## config.mk

```make
export PLATFORM = sky130hd
export DESIGN_NAME = ysyx_24100012_partial_store
export DESIGN_NICKNAME = d
export VERILOG_FILES = /design/src/rtl/ysyx_24100012_partial_store.sv
export SDC_FILE = /design/constraint.sdc
export NUM_CORES = 1
export LEC_CHECK = 0
export ABC_AREA = 1
export CORE_ASPECT_RATIO = 0.5
export CORE_MARGIN = 2
export CORE_UTILIZATION = 50
export DETAILED_ROUTE_END_ITERATION = 7
export PLACE_DENSITY = 0.82
export SLEW_MARGIN = 30
export SYNTH_ARGS = -nofsm -noshare
export SYNTH_HDL_FRONTEND = slang
export SYNTH_SLANG_ARGS = --single-unit
```

## constraint.sdc

```tcl
create_clock -name clk -period 2.15 [get_ports clk]
set_clock_uncertainty 0.2 [all_clocks]
set_input_delay 0.215 -clock clk [delete_from_list [all_inputs] [get_ports clk]]
set_output_delay 0.215 -clock clk [all_outputs]
set_load 0.01 [all_outputs]
```

## src/rtl/ysyx_24100012_partial_store.sv

```systemverilog
// Store unit: turns one sb/sh/sw request into one or two word-aligned, byte-strobed write beats.
// Latency: done 3 cycles after accept (one beat), 5 (two beats), 1 (illegal funct3) with zero-wait memory.
// Backpressure: req_ready only in IDLE; each beat holds until mem_wready, then waits for mem_bvalid.
module ysyx_24100012_partial_store #(
    parameter int ADDR_WIDTH = 32,
    parameter int DATA_WIDTH = 32
) (
    input  logic                  clk,
    input  logic                  rst,
    input  logic                  req_valid,
    output logic                  req_ready,
    input  logic [3:0]            func7_6_func3,
    input  logic [ADDR_WIDTH-1:0] addr,
    input  logic [DATA_WIDTH-1:0] wdata,
    output logic                  mem_wvalid,
    input  logic                  mem_wready,
    output logic [ADDR_WIDTH-1:0] mem_waddr,
    output logic [DATA_WIDTH-1:0] mem_wdata,
    output logic [3:0]            mem_wstrb,
    input  logic                  mem_bvalid,
    output logic                  mem_bready,
    output logic                  done,
    output logic                  err
);

    typedef enum logic [2:0] {S_IDLE, S_W0, S_B0, S_W1, S_B1, S_DONE} state_e;

    state_e                  state_q, state_d;
    logic                    err_q, err_d;
    logic [ADDR_WIDTH-1:0]   waddr_q, waddr_d;
    logic [DATA_WIDTH-1:0]   wdata_q, wdata_d;
    logic [3:0]              wstrb_q, wstrb_d;
    logic [DATA_WIDTH-1:0]   hi_data_q, hi_data_d;
    logic [3:0]              hi_strb_q, hi_strb_d;

    logic                    accept;
    logic                    legal;
    logic [DATA_WIDTH-1:0]   byte_mask;
    logic [3:0]              lane_mask;
    logic [2*DATA_WIDTH-1:0] data_sh;
    logic [7:0]              strb_sh;
    logic                    unused_func_bit3;

    assign unused_func_bit3 = func7_6_func3[3];
    assign accept           = req_valid && (state_q == S_IDLE);
    assign legal            = (func7_6_func3[2:0] <= 3'b010);

    always_comb begin
        byte_mask = DATA_WIDTH'(32'hFFFF_FFFF);
        lane_mask = 4'b1111;
        case (func7_6_func3[2:0])
            3'b000: begin
                byte_mask = DATA_WIDTH'(32'h0000_00FF);
                lane_mask = 4'b0001;
            end
            3'b001: begin
                byte_mask = DATA_WIDTH'(32'h0000_FFFF);
                lane_mask = 4'b0011;
            end
            default: ;
        endcase
    end

    // Lanes shifted past bit 31 / strobe bit 3 spill into the second beat.
    assign data_sh = {{DATA_WIDTH{1'b0}}, wdata & byte_mask} << {addr[1:0], 3'b000};
    assign strb_sh = {4'b0000, lane_mask} << addr[1:0];

    always_comb begin
        state_d = state_q;
        case (state_q)
            S_IDLE: if (accept) state_d = legal ? S_W0 : S_DONE;
            S_W0:   if (mem_wready) state_d = S_B0;
            S_B0:   if (mem_bvalid) state_d = (hi_strb_q != 4'b0000) ? S_W1 : S_DONE;
            S_W1:   if (mem_wready) state_d = S_B1;
            S_B1:   if (mem_bvalid) state_d = S_DONE;
            S_DONE: state_d = S_IDLE;
            default: state_d = S_IDLE;
        endcase
    end

    always_comb begin
        err_d     = err_q;
        waddr_d   = waddr_q;
        wdata_d   = wdata_q;
        wstrb_d   = wstrb_q;
        hi_data_d = hi_data_q;
        hi_strb_d = hi_strb_q;
        if (accept) begin
            err_d = !legal;
            if (legal) begin
                waddr_d   = {addr[ADDR_WIDTH-1:2], 2'b00};
                wdata_d   = data_sh[DATA_WIDTH-1:0];
                wstrb_d   = strb_sh[3:0];
                hi_data_d = data_sh[2*DATA_WIDTH-1:DATA_WIDTH];
                hi_strb_d = strb_sh[7:4];
            end
        end else if (state_q == S_B0 && mem_bvalid && hi_strb_q != 4'b0000) begin
            waddr_d = waddr_q + ADDR_WIDTH'(4);
            wdata_d = hi_data_q;
            wstrb_d = hi_strb_q;
        end else if (state_q == S_DONE) begin
            err_d     = 1'b0;
            waddr_d   = '0;
            wdata_d   = '0;
            wstrb_d   = '0;
            hi_data_d = '0;
            hi_strb_d = '0;
        end
    end

    always_ff @(posedge clk or negedge rst) begin
        if (!rst) begin
            state_q   <= S_IDLE;
            err_q     <= 1'b0;
            waddr_q   <= '0;
            wdata_q   <= '0;
            wstrb_q   <= '0;
            hi_data_q <= '0;
            hi_strb_q <= '0;
        end else begin
            state_q   <= state_d;
            err_q     <= err_d;
            waddr_q   <= waddr_d;
            wdata_q   <= wdata_d;
            wstrb_q   <= wstrb_d;
            hi_data_q <= hi_data_d;
            hi_strb_q <= hi_strb_d;
        end
    end

    always_comb begin
        req_ready  = (state_q == S_IDLE);
        mem_wvalid = (state_q == S_W0) || (state_q == S_W1);
        mem_bready = (state_q == S_B0) || (state_q == S_B1);
        done       = (state_q == S_DONE);
        err        = (state_q == S_DONE) && err_q;
        mem_waddr  = waddr_q;
        mem_wdata  = wdata_q;
        mem_wstrb  = wstrb_q;
    end

endmodule

```

After elaboration in Yosys (flattened, before gate mapping)
Cells that the tools add are included.
{"block": "word_totals", "output_inout_bits": 73, "word_cells": 71, "regBits": 108}
{"block": "classes", "n_lt_le_gt_ge": 1, "mux": 30, "n_shift": 2, "reduce_logical": 16, "bitwise": 1, "n_eq_ne": 13, "addsub": 1}
{"operator": "$mux W32", "n": 10}
{"operator": "$pmux W32 S2", "n": 1}
{"operator": "$shl A32 B5 Y64", "n": 1}
{"operator": "$add A32 B3 Y32 const B", "n": 1}
{"operator": "$and A32 B32 Y32", "n": 1}
{"operator": "$mux W4", "n": 7}
{"operator": "$mux W3", "n": 7}
{"operator": "$pmux W3 S5", "n": 1}
{"operator": "$ne A2 B2 Y1 const B", "n": 5}
{"operator": "$pmux W4 S2", "n": 1}
{"operator": "$shl A4 B2 Y8", "n": 1}
{"operator": "$eq A3 B1 Y1 const B", "n": 2}
{"operator": "$eq A3 B2 Y1 const B", "n": 2}
{"operator": "$eq A3 B3 Y1 const B", "n": 2}
{"operator": "$logic_not A3 Y1", "n": 2}
{"operator": "$reduce_and A5 Y1", "n": 1}
{"operator": "$logic_and A1 B1 Y1", "n": 4}
{"operator": "$ne A2 B1 Y1 const B", "n": 2}
{"operator": "$reduce_and A2 Y1", "n": 2}
{"operator": "$reduce_bool A4 Y1", "n": 1}
{"operator": "$le A3 B2 Y1 const B", "n": 1}
{"operator": "$mux W1", "n": 3}
{"operator": "$reduce_and A3 Y1", "n": 1}
{"operator": "$reduce_bool A3 Y1", "n": 1}
{"operator": "3 further kinds", "n": 4}

Depth between registers and ports, before layout
Gate-level depths: netlist of run 1.
{"block": "logic_depth", "depth_word": 6, "depth_mapped": 11, "ltp_nobuf": 10}

Least setup slack after synthesis of run 1
No wires, ideal clock.
{"block": "synth_path", "path_type": "register -> register", "from": "register waddr_q[2] (netlist: mem_waddr[2])", "to": "register waddr_q[18] (netlist: mem_waddr[18])", "period_less_slack_ns": 1.765, "path_slack_ns": 0.385, "stages_incl_launch_ff": 9, "setup_time_ns": 0.120, "required_ns": 1.830, "arrival_time_ns": 1.444, "n_path_buf": 0, "cell_sequence": "dfrtp_1 -> ha_1 -> nand2_1 -> nor2_1 -> nand3_1 -> nor2_1 -> nor2_1 -> o21ai_0 -> nand2_1"}
{"block": "synth_via", "elab_chain_len": 3}
{"item": "start, declared", "line_no": "30", "source": "logic [ADDR_WIDTH-1:0] waddr_q, waddr_d;"}
{"item": "start signal, assigned", "line_no": "123", "source": "waddr_q <= waddr_d;"}
{"item": "$add A32 B3 Y32", "line_no": "98", "source": "waddr_d = waddr_q + ADDR_WIDTH'(4);"}
{"item": "$mux W32", "line_no": "97", "source": "end else if (state_q == S_B0 && mem_bvalid && hi_strb_q != 4'b0000) begin"}
{"item": "$mux W32", "line_no": "88", "source": "if (accept) begin"}
Every way passes these cells.
A chain may end at the register's enable or synchronous reset.

Final worst setup path of run 1
{"block": "layout_path", "from": "register state_q[0]", "to": "output mem_wvalid"}
{"block": "layout_via", "elab_chain_len": 2, "word_cells_on_any_way": 3, "classes_between": "eq/ne: 2; reduce/logical: 1"}
{"item": "start, declared", "line_no": "28", "source": "state_e state_q, state_d;"}
{"item": "start signal, assigned", "line_no": "121", "source": "state_q <= state_d;"}
{"item": "$eq A3 B1 Y1 / $eq A3 B2 Y1 (equally long branches)", "line_no": "133", "source": "mem_wvalid = (state_q == S_W0) || (state_q == S_W1);"}
{"item": "$logic_or A1 B1 Y1 *", "line_no": "133"}
{"item": "end, declared", "line_no": "15", "source": "output logic mem_wvalid,"}
Mark *: on every way between the ends. The rest lies on a longest branch, timed or not.

==> impl_metrics.py, run 1 <==
metrics = {
    "route": {
        "drt.antenna.violating_nets": 0,
        "via_count": 6394,
        "drc": 0,
        "drt_iter0_drc": 641,
        "wl_um": 17900,
        "wl_per_cell_um": 15.3,
        "first_pass_iters": 6,
        "viasPerCell": 5.48,
    },
    "worst_setup_path": {
        "worst_setup_path_end_kind": "output pin",
        "reg2reg_depth": 10,
        "critPathMaxStageDelay_ns": 0.56,
        "crit_arrival_ns": 1.68,
        "path_depth": 3,
        "critical_path_class": "flip-flop to output pin",
        "cp_cell_sequence": "inv_1, nor2_1, clkdlybuf4s50_1",
        "start_kind": "flip-flop",
        "worst_ep_required_time_ns": 1.74,
        "cp_top_family": "buffers and inverters",
        "critPathBufInv": 2,
        "crit_path_start": "state_q[0]$_DFFE_PN0P_",
        "crit_path_top_delay_cell": "clkdlybuf4s50_1",
        "critPathMaxFanout": 5,
        "r2r-start": "state_q[0]$_DFFE_PN0P_",
    },
    "placed_design": {
        "dpl.hpwl_um": 12900,
        "port_buffers": 142,
        "gpl.final_weighted_congestion": 0.897,
    },
    "die": {
        "rows": 27,
        "die_h_um": 80.5,
        "design.core.area_um2": 11200,
        "initial_utilization_pct": 52.3,
        "pin_count": 146,
        "die_area_um2": 12600,
        "die_w_um": 157,
    },
    "clocking": {
        "cts_buffers": 9,
        "cts_tree": "yes",
        "insertion_delay_ns": 0.34,
        "clkSinkCount": 97,
        "htree_levels": 3,
        "clk_pin_slew_worst_paths_ns": 0.08,
        "cts_root_buf": "clkbuf_16",
        "clk_path_buf_depth": 2,
    },
    "layout": {
        "syn_to_final_growth_pct": 36.0,
        "fin_util_pct": 71.2,
        "antenna-diode-count": 0,
        "drive_above_1_share_pct": 6.85,
        "multiInputGateArea_um2": 3000,
        "regArea_um2": 2430,
        "finalNetCount": 1076,
        "final_common_cell": "nand2_1",
        "fillers": 909,
        "final_cell_mix": "nand2_1, clkdlybuf4s50_1, dfrtp_1",
    },
    "power": {
        "share_comb_of_total_power_pct": 48.7,
        "leakage_nw": 3.47,
        "clockPowerShare_pct": 18.1,
        "irDropWorstVdd_uv": 544,
        "powerDensity_nw_per_um2": 1210,
        "internal_power_w": 0.00565,
        "p_sw_share_pct": 41.3,
        "power.total_w": 0.00963,
        "switchingPower_w": 0.00398,
        "p_seq_share_pct": 33.2,
    },
    "global_routing": {
        "grt_pass1_vias": 6026,
        "antenna_found_initial": 0,
        "grt_max_degree": 45,
        "grt_usage_pct": 29.1,
        "grt_pass1_wl_um": 29100,
        "gr-total-overflow": 0,
    },
    "synth": {
        "synth_edf_count": 0,
        "synth-async-reset-ratio_pct": 100,
        "ys_types": 34,
        "syn-mean-instance-area_um2": 6.81,
        "synthCells": 860,
        "synth_top_flop_cell": "dfrtp_1",
        "synth_warnings": 0,
        "yosysSeqAreaShare_pct": 41.5,
        "ys_ff_latch": 97,
        "syn_area_um2": 5850,
    },
    "sta": {
        "max_freq_mhz": 476,
        "hold_viol": 0,
        "worst_slew_pin_slew_ns": 0.736,
        "period_share_pct": 97.7,
        "finalSetupTns_ns": 0,
        "hold_slack_ns": 0.121,
        "rsz0062_at_grt": "false",
        "relSlewSlack_pct": 50.8,
        "setup_viol": 0,
        "period_minus_slack_ns": 2.10,
        "drv_slew": 0,
    },
    "run": {
        "timing.max_cap.violations": 0,
    },
    "hold_path": {
        "hp-class": "primary input to async pin",
    },
    "run_status": {
        "status": "completed",
    },
}
synthesized netlist by cell type (3+ instances only):
| master | instances | area, µm² |
|---|---|---|
| inv_2 | 5 | 18.8 |
| buf_4 | 9 | 67.6 |
| nand2_1 | 289 | 1080 |
| inv_1 | 51 | 191 |
| nor3_1 | 6 | 30.0 |
| o21ai_0 | 78 | 390 |
| nor2_1 | 93 | 349 |
| nor2_2 | 3 | 18.8 |
| buf_2 | 18 | 90.1 |
| o21a_1 | 9 | 67.6 |
| nand3_1 | 86 | 430 |
| clkbuf_1 | 17 | 63.8 |
| o31ai_1 | 11 | 82.6 |
| a21oi_1 | 60 | 300 |
| dfrtp_1 | 97 | 2430 |
layout make-up:
| cell class | count | share of cell area [%] |
|---|---|---|
| clock buffers | 9 | 2.83 |
| flip-flops and latches | 97 | 30.5 |
| well taps | 159 | 2.50 |
| multi-input cells | 661 | 37.7 |
| inverters | 58 | 2.77 |
| repair buffers | 175 | 22.5 |
| clock inverters | 7 | 1.19 |
state kept, by name, indices dropped and copies added, names as in the netlist:
register	count
err_q	1
hi_data_q	24
hi_strb_q	3
mem_waddr	30
mem_wdata	32
mem_wstrb	4
state_q	3
through the flow:
stage	cells	setup WS [ns]	cell area (µm²)
finish	1166	0.0504	7960
global route	1166	0.00982	7960
CTS	1165	0.0438	7940
floorplan	861	0.385	5860
detailed placement	1148	-0.0551	7610
global placement	1148	0.0156	7610
worst reg2reg max path, delay by kind of cell (launching register included):
| family | cells | cell delay [ns] |
|---|---|---|
| buffers and inverters | 3 | 0.45 |
| AO/OA/AOI/OAI | 2 | 0.23 |
| flip-flops | 1 | 0.47 |
| AND/OR/NAND/NOR | 5 | 0.64 |
layer usage:
metal / up-vias / track usage, % / wire length (µm)
li1: 3077 / - / -
met3: 54 / 4.86 / 1370
met4: 0 / 9.64 / 457
met1: 2949 / 37.7 / 7410
met5: - / 0 / 0
met2: 314 / 50.1 / 8630
power groups by stage:
stage / logic [W] / clock network, W / registers [W]
final: 0.00469 / 0.00174 / 0.00320
after global routing: 0.00513 / 0.00184 / 0.00330
after CTS: 0.00467 / 0.00175 / 0.00319
after detailed placement: 0.00464 / 0 / 0.00322
after global placement: 0.00452 / 0 / 0.00320
after floorplan: 0.00231 / 0 / 0.00330
kinds of logic after synthesis:
kind of cell / after synthesis / share of synthesized area, %
simple gates: 488 / 34.7
compound gates: 167 / 15.5
buf+inv: 103 / 7.57
flops: 97 / 41.5
xor+xnor: 3 / 0.449
fa+ha+maj: 1 / 0.214
other cells: 1 / 0.0641
timing repair:
action	CTS	global route
endpoints found under the hold margin	70	0
hold buffers	1	0
buffers inserted	0	1
setup endpoints to repair	1	53
gates resized for setup	2	7
path summary, 6_finish.rpt:
path | end | slack [ns]
max in group asynchronous | hi_data_q[1]$_DFFE_PN0P_ | 0.92
setup / recovery | mem_wvalid | 0.05
setup reg to reg | hi_data_q[4]$_DFFE_PN0P_ | 0.10
hold / removal | mem_wdata[19]$_DFFE_PN0P_ | 0.12
min in group clk | mem_wstrb[1]$_DFFE_PN0P_ | 0.29
hold reg to reg | mem_wstrb[1]$_DFFE_PN0P_ | 0.29
Power figures use the tool's default switching activity.
==> run 2: changes to the inputs <==
--- a/config.mk
+++ b/config.mk
@@ -9,8 +9,10 @@
 export CORE_ASPECT_RATIO = 0.5
 export CORE_MARGIN = 2
 export CORE_UTILIZATION = 50
+export CTS_CLUSTER_SIZE = 25
 export DETAILED_ROUTE_END_ITERATION = 7
 export PLACE_DENSITY = 0.82
+export SKIP_LAST_GASP = 1
 export SLEW_MARGIN = 30
 export SYNTH_ARGS = -nofsm -noshare
 export SYNTH_HDL_FRONTEND = slang
==> impl_metrics.py, run 2 (synthesis gave the netlist of run 1 again) <==
metrics = {
    "placed_design": {
        "port_buffers": 142,
        "dp_worst_setup_slack_ns": -0.0551,
        "dpl.hpwl_um": 12900,
        "gpl.final_weighted_congestion": 0.897,
        "place_area_um2": 7610,
    },
    "die": {
        "die_h_um": 80.5,
        "die_w_um": 157,
        "initial_utilization_pct": 52.3,
        "design.core.area_um2": 11200,
        "pin_count": 146,
        "rows": 27,
        "die_area_um2": 12600,
    },
    "layout": {
        "final_common_cell": "nand2_1",
        "fin_area_um2": 7960,
        "drive_above_1_share_pct": 6.85,
        "syn_to_final_growth_pct": 36.0,
        "finalNetCount": 1076,
        "antenna-diode-count": 0,
        "largest_reg_flops": 32,
        "final_cell_mix": "nand2_1, clkdlybuf4s50_1, dfrtp_1",
    },
    "clocking": {
        "cts_tree": "yes",
        "clk_path_buf_depth": 2,
        "clkSinkCount": 97,
        "cts_buffers": 9,
        "htree_levels": 3,
        "clk_pin_slew_worst_paths_ns": 0.08,
        "insertion_delay_ns": 0.35,
        "cts_root_buf": "clkbuf_16",
    },
    "worst_setup_path": {
        "timing.rr.end": "mem_wdata[15]$_DFFE_PN0P_",
        "critical_path_class": "flip-flop to output pin",
        "r2r-start": "state_q[2]$_DFFE_PN0P_",
        "critPathMaxStageDelay_ns": 0.55,
        "r2r_slack_ns": 0.09,
        "crit_path_top_delay_cell": "clkdlybuf4s50_1",
        "cp_top_family": "buffers and inverters",
        "crit_arrival_ns": 1.64,
        "worst_setup_path_end_kind": "output pin",
        "critPathMaxFanout": 5,
        "critPathBufInv": 2,
        "start_kind": "flip-flop",
        "cp_cell_sequence": "inv_1, nor2_1, clkdlybuf4s50_1",
        "reg2reg_depth": 9,
        "worst_ep_required_time_ns": 1.74,
    },
    "sta": {
        "period_minus_slack_ns": 2.06,
        "drv_slew": 0,
        "max_freq_mhz": 485,
        "setup_viol": 0,
        "period_share_pct": 95.8,
        "relSlewSlack_pct": 50.2,
        "hold_slack_ns": 0.122,
        "worst_slew_pin_slew_ns": 0.744,
        "layout_setup_ws_ns": 0.0902,
        "rsz0062_at_grt": "true",
        "hold_viol": 0,
    },
    "global_routing": {
        "grt_max_degree": 45,
        "grt_pass1_vias": 6026,
        "grt_pass1_wl_um": 29100,
        "antenna_found_initial": 0,
        "gr-total-overflow": 0,
        "grt_usage_pct": 29.1,
    },
    "route": {
        "top_layer_used": "met4",
        "wl_met2_um": 8630,
        "met3_length_um": 1280,
        "wl_met1_um": 7500,
        "first_pass_iters": 6,
        "viasPerCell": 5.46,
        "via_count": 6371,
        "wl_per_cell_um": 15.3,
        "drt.antenna.violating_nets": 0,
        "drc": 0,
        "drt_iter0_drc": 639,
        "wl_um": 17800,
    },
    "power": {
        "powerDensity_nw_per_um2": 1210,
        "leakage_nw": 3.47,
        "irDropWorstVdd_uv": 544,
        "power.total_w": 0.00962,
    },
    "run_status": {
        "status": "completed",
    },
    "hold_path": {
        "hp-class": "primary input to async pin",
    },
    "run": {
        "timing.max_cap.violations": 0,
    },
}
[run 2: cell types whose count changed in the layout (fill, tap and decap cells not counted)]
cell / previous run / this run
nor2_2: 1 / 2
nor2_4: 4 / 3
[run 2: layout make-up]
| class | instances | area, µm² |
|---|---|---|
| multi-input combinational | 661 | 2990 |
| tap | 159 | 199 |
| timing repair buffer | 175 | 1800 |
| fill | 909 | 3220 |
| sequential | 97 | 2430 |
| clock inverter | 7 | 95.1 |
| inverter | 58 | 220 |
| clock buffer | 9 | 225 |
[run 2: worst max-delay path by stage]
stage	cells after the start	end	start
after floorplan	8	mem_waddr[18]$_DFFE_PN0P_	mem_waddr[2]$_DFFE_PN0P_
after CTS	4	err	state_q[1]$_DFFE_PN0P_
after global routing	9	mem_waddr[7]$_DFFE_PN0P_	state_q[2]$_DFFE_PN0P_
after global placement	9	mem_wdata[20]$_DFFE_PN0P_	req_valid
after detailed placement	8	mem_waddr[8]$_DFFE_PN0P_	func7_6_func3[1]
final	3	mem_wvalid	state_q[0]$_DFFE_PN0P_
[run 2: routing by layer]
layer  GRT usage, %  vias up
li1               -     3074
met1           37.7     2950
met2           50.1      301
met3           4.86       46
met4           9.64        0
met5              0        -
[run 2: through the flow]
stage	util [%]	instances	TNS, ns
2_1_floorplan	-	861	0
3_3_place_gp	68.0	1148	0
3_5_place_dp	68.0	1148	-0.375
4_1_cts	71.0	1165	0
5_1_grt	71.2	1166	-0.0241
6_report	71.2	1166	0
[run 2: where the power goes]
| group | leakage (nW) | switching (W) | internal (W) |
|---|---|---|---|
| Sequential | 1.27 | 0.000684 | 0.00251 |
| Clock | 0.157 | 0.000797 | 0.000941 |
| Combinational | 2.04 | 0.00249 | 0.00219 |
[run 2: repair_timing]
item	CTS	global route
buffers inserted	0	1
hold buffers	1	0
resized for setup	2	6
endpoints found under the hold margin	70	0
setup endpoints to repair	1	53
pin swaps	0	0
